File: src/rtl/clock_ratio_detector.sv
// Measures period and high time of a slow periodic input in clk cycles
// and reports lock once consecutive measurements agree.
module clock_ratio_detector #(
  parameter int CNT_W       = 8,
  parameter int LOCK_COUNT  = 4,
  parameter int SYNC_STAGES = 2
) (
  input  logic             clk,
  input  logic             reset,
  input  logic             sig_in,
  output logic [CNT_W-1:0] period,
  output logic [CNT_W-1:0] high_time,
  output logic             meas_valid,
  output logic             locked,
  output logic             overflow
);

  localparam logic [CNT_W-1:0] CNT_MAX = '1;
  localparam logic [CNT_W-1:0] CNT_ONE = CNT_W'(1);
  localparam logic [3:0]       LOCK_N  = 4'(LOCK_COUNT);

  typedef enum logic {
    IDLE,
    MEASURE
  } state_t;

  state_t                 state;
  logic [SYNC_STAGES-1:0] sync;
  logic                   s;
  logic                   s_prev;
  logic                   rise;
  logic                   has_prev;
  logic                   same;
  logic [CNT_W-1:0]       period_cnt;
  logic [CNT_W-1:0]       high_cnt;
  logic [3:0]             match_cnt;
  logic [3:0]             match_next;

  assign s    = sync[SYNC_STAGES-1];
  assign rise = s & ~s_prev;
  assign same = (period_cnt == period) &&
                (high_cnt == high_time);

  // period/high_time still hold the previous measurement here
  always_comb begin
    match_next = 4'd0;
    if (has_prev && same) begin
      if (match_cnt == LOCK_N)
        match_next = match_cnt;
      else
        match_next = match_cnt + 4'd1;
    end
  end

  always_ff @(posedge clk) begin
    if (reset) begin
      state      <= IDLE;
      sync       <= '0;
      s_prev     <= 1'b0;
      period_cnt <= '0;
      high_cnt   <= '0;
      match_cnt  <= 4'd0;
      has_prev   <= 1'b0;
      period     <= '0;
      high_time  <= '0;
      meas_valid <= 1'b0;
      locked     <= 1'b0;
      overflow   <= 1'b0;
    end else begin
      sync       <= {sync[SYNC_STAGES-2:0], sig_in};
      s_prev     <= s;
      meas_valid <= 1'b0;
      unique case (state)
        IDLE: begin
          if (rise) begin
            period_cnt <= CNT_ONE;
            high_cnt   <= CNT_ONE;
            has_prev   <= 1'b0;
            state      <= MEASURE;
          end
        end
        MEASURE: begin
          if (rise) begin
            period     <= period_cnt;
            high_time  <= high_cnt;
            meas_valid <= 1'b1;
            overflow   <= 1'b0;
            period_cnt <= CNT_ONE;
            high_cnt   <= CNT_ONE;
            has_prev   <= 1'b1;
            match_cnt  <= match_next;
            locked     <= (match_next == LOCK_N);
          end else if (period_cnt == CNT_MAX) begin
            overflow  <= 1'b1;
            locked    <= 1'b0;
            match_cnt <= 4'd0;
            state     <= IDLE;
          end else begin
            period_cnt <= period_cnt + CNT_ONE;
            high_cnt   <= high_cnt + CNT_W'(s);
          end
        end
        default: state <= IDLE;
      endcase
    end
  end

endmodule

File: config.mk
export PLATFORM = sky130hd
export DESIGN_NAME = clock_ratio_detector
export DESIGN_NICKNAME = d
export VERILOG_FILES = /design/src/rtl/clock_ratio_detector.sv
export SDC_FILE = /design/constraint.sdc
export NUM_CORES = 1
export LEC_CHECK = 0
export CAP_MARGIN = 20
export CORE_AREA = 2 2 74 76
export CTS_CLUSTER_DIAMETER = 80
export DETAILED_ROUTE_END_ITERATION = 6
export DIE_AREA = 0 0 76 78
export DONT_BUFFER_PORTS = 1
export PLACE_DENSITY_LB_ADDON = 0.05
export SYNTH_ARGS = -nofsm -noshare
export SYNTH_HDL_FRONTEND = slang
export SYNTH_SLANG_ARGS = --single-unit
File: constraint.sdc
create_clock -name clk -period 2.1 [get_ports clk]
set_clock_uncertainty 0.05 [all_clocks]
set_input_delay 0.42 -clock clk [delete_from_list [all_inputs] [get_ports clk]]
set_output_delay 0.42 -clock clk [all_outputs]
set_load 0.02 [all_outputs]
==> flow_metrics.py <==
metrics = {
    "run_status": {
        "status": "complete, no violations",
    },
    "layout": {
        "final_common_cell": "dfxtp_1",
        "final_cell_mix": "44 x dfxtp_1, 21 x xnor2_1, 18 x a22o_1",
        "finalNetCount": 205,
        "area_growth_pct": 7.903,
        "fill_cells": 510,
        "fin_cells": 268,
        "antennaDiodeCount": 0,
        "layout-drive-gt1-share": 0.1061,
    },
    "die": {
        "die_height_um": 78,
        "die_x_um": 76,
        "die_area_um2": 5928,
        "ios": 22,
        "placeableCoreArea_um2": 5042,
        "initial_core_util": 0.3893,
        "placementRows": 26,
    },
    "yosys": {
        "ys_warn_count": 0,
        "synth.cell_area_um2": 1963,
        "synth_cell_types": 39,
        "synth_top_area_frac": 0.4487,
        "synthTopCellsByArea": "dfxtp_1 45%, xnor2_1 9.4%, a22o_1 8.0%, xor2_1 3.6%, ha_1 3.2%",
        "yosysTopAreaCell": "dfxtp_1",
        "synth_nets": 205,
        "avgSynthCellArea_um2": 9.965,
        "syn-instance-count": 197,
        "synth_seq_area_share": 0.4487,
        "ys_seq_elements": 44,
    },
    "route": {
        "wl_um": 4068,
        "dr.pass1.iters": 5,
        "ant_nets": 0,
        "vias": 1363,
        "viasPerCell": 5.086,
        "drt_iter0_drc": 43,
        "drcViolationCount": 0,
        "wl_per_cell_um": 15.18,
    },
    "place": {
        "place_congestion": 0.7706,
        "dpl.hpwl_um": 2925,
        "io_buffers": 0,
        "placedCellCount": 260,
    },
    "global_routing": {
        "grt_pass1_wl_um": 7113,
        "grt_pass1_vias": 1364,
        "grt_usage": 0.1539,
        "grt_max_degree": 19,
        "overflow": 0,
        "antenna_found_initial": 0,
    },
    "timing": {
        "finalHoldViolations": 0,
        "slew_viol_final": 0,
        "tns_ns": 0,
        "rsz0062_at_grt": "no",
        "relSlewSlack": 0.5970,
        "fmaxAchievable_ghz": 0.5810,
        "tightest_slew_ns": 0.6045,
        "layout_min_cycle_time_ns": 1.721,
        "post-route-period-util": 0.8197,
        "setup_viol_count_final": 0,
    },
    "clocking": {
        "clk_pin_slew_ns": 0.08,
        "htreeDepth": 2,
        "ctsHoldBuffers": 0,
        "cts_max_path_buffers": 2,
        "clk-insertion-delay-late_ns": 0.30,
        "cts.root.buffer_cell": "clkbuf_8",
        "cts-resized-gates": 0,
        "cts.sinks": 44,
        "cts_tree": "built",
        "cts_setup_buffers": 0,
        "cts_made_buffers": 5,
    },
    "critical_path": {
        "startpoint": "period_cnt[0]",
        "cp-start-kind": "flop",
        "critical_path.endpoint_type": "flop",
        "worstPathArrival_ns": 1.84,
        "crit_type": "reg2reg",
        "crit_required_ns": 2.22,
        "critPathMaxFanout": 9,
        "r2r_start": "period_cnt[0]",
    },
    "power": {
        "peakVddDrop_uv": 254.6,
        "power.leakage_nw": 0.7310,
        "p_per_area_nw_per_um2": 729.8,
    },
    "hold_path": {
        "hp-class": "in2reg",
        "min_from": "reset",
    },
    "job": {
        "maxCapViolCount": 0,
    },
}
==> through the flow <==
step	total power [mW]	setup slack (ns)	util	hold WS (ns)	area, um^2
floorplan	0.9177	0.5800	-	0.3638	1963
global placement	0.9269	0.4392	0.3980	0.3663	2007
detailed placement	0.9287	0.3826	0.3980	0.3790	2007
CTS	1.572	0.3568	0.4201	0.1203	2118
global route	1.617	0.2100	0.4201	0.1084	2118
finish	1.546	0.3787	0.4201	0.1312	2118
==> critical path, stage by stage (launching register included) <==
cell and delay, ns:
dfxtp_1 0.44, ha_1 0.22, nand3_2 0.14, o21ai_2 0.39
or3_1 0.18, xor2_1 0.14, nor2_1 0.05
==> layer usage <==
| layer | global-route usage | routed length, um | vias to the layer above |
|---|---|---|---|
| li1 | - | - | 687 |
| met1 | 0.2068 | 1969 | 636 |
| met2 | 0.2330 | 1829 | 33 |
| met3 | 0.04884 | 208 | 7 |
| met4 | 0.05455 | 61 | 0 |
| met5 | 0 | 0 | - |
==> logic make-up after synthesis <==
| group | count (synthesis) | synth area share |
|---|---|---|
| AO/OA/AOI/OAI | 38 | 0.1517 |
| AND/OR/NAND/NOR | 65 | 0.1899 |
| buffers and inverters | 15 | 0.04334 |
| flip-flops | 44 | 0.4487 |
| XOR/XNOR | 29 | 0.1294 |
| adder cells (fa/ha/maj) | 5 | 0.03187 |
| multiplexers | 1 | 0.005099 |
==> synth_stat cells (all sizes together) <==
cell type / n
a32oi: 1
xor2: 8
o21a: 2
o21bai: 1
nor2b: 5
dfxtp: 44
nand2b: 3
ha: 5
a41oi: 1
nor2: 15
and4bb: 1
nand2: 15
nand4: 8
xnor2: 21
o21ai: 4
a31oi: 3
mux2i: 1
a21oi: 6
o31ai: 1
nor4: 1
o2bb2ai: 1
nor3: 4
clkbuf: 2
and3: 2
nand3: 9
or3: 1
and2: 1
buf: 8
a22o: 18
inv: 5
==> cell type report <==
cell class	count	area (um^2)	area share
Inverter	5	18.77	0.008860
Clock buffer	5	68.82	0.03249
Tap cell	70	87.58	0.04135
Sequential cell	44	880.8	0.4158
Clock inverter	3	42.54	0.02008
Multi-Input combinational cell	138	997.2	0.4708
Timing Repair Buffer	3	22.52	0.01063
==> report_power, final <==
| part | internal [mW] | switching (mW) |
|---|---|---|
| sequential | 0.841 | 0.00932 |
| combinational | 0.0205 | 0.0377 |
| clock | 0.352 | 0.286 |
==> sequential cells by signal, indices dropped and copies added, names as in the netlist, 2 cells and up <==
| register | count |
|---|---|
| high_cnt | 8 |
| high_time | 8 |
| period | 8 |
| period_cnt | 8 |
| match_cnt | 4 |
| sync | 2 |
==> path summary, 6_finish.rpt <==
check / end / slack [ns] / depth (start not counted)
setup / recovery: period_cnt[6] / 0.38 / 6
hold / removal: state / 0.13 / 1
setup reg to reg: period_cnt[6] / 0.38 / 6
hold reg to reg: sync[1] / 0.39 / 1
Note: power is estimated with default switching activity, not from simulation.
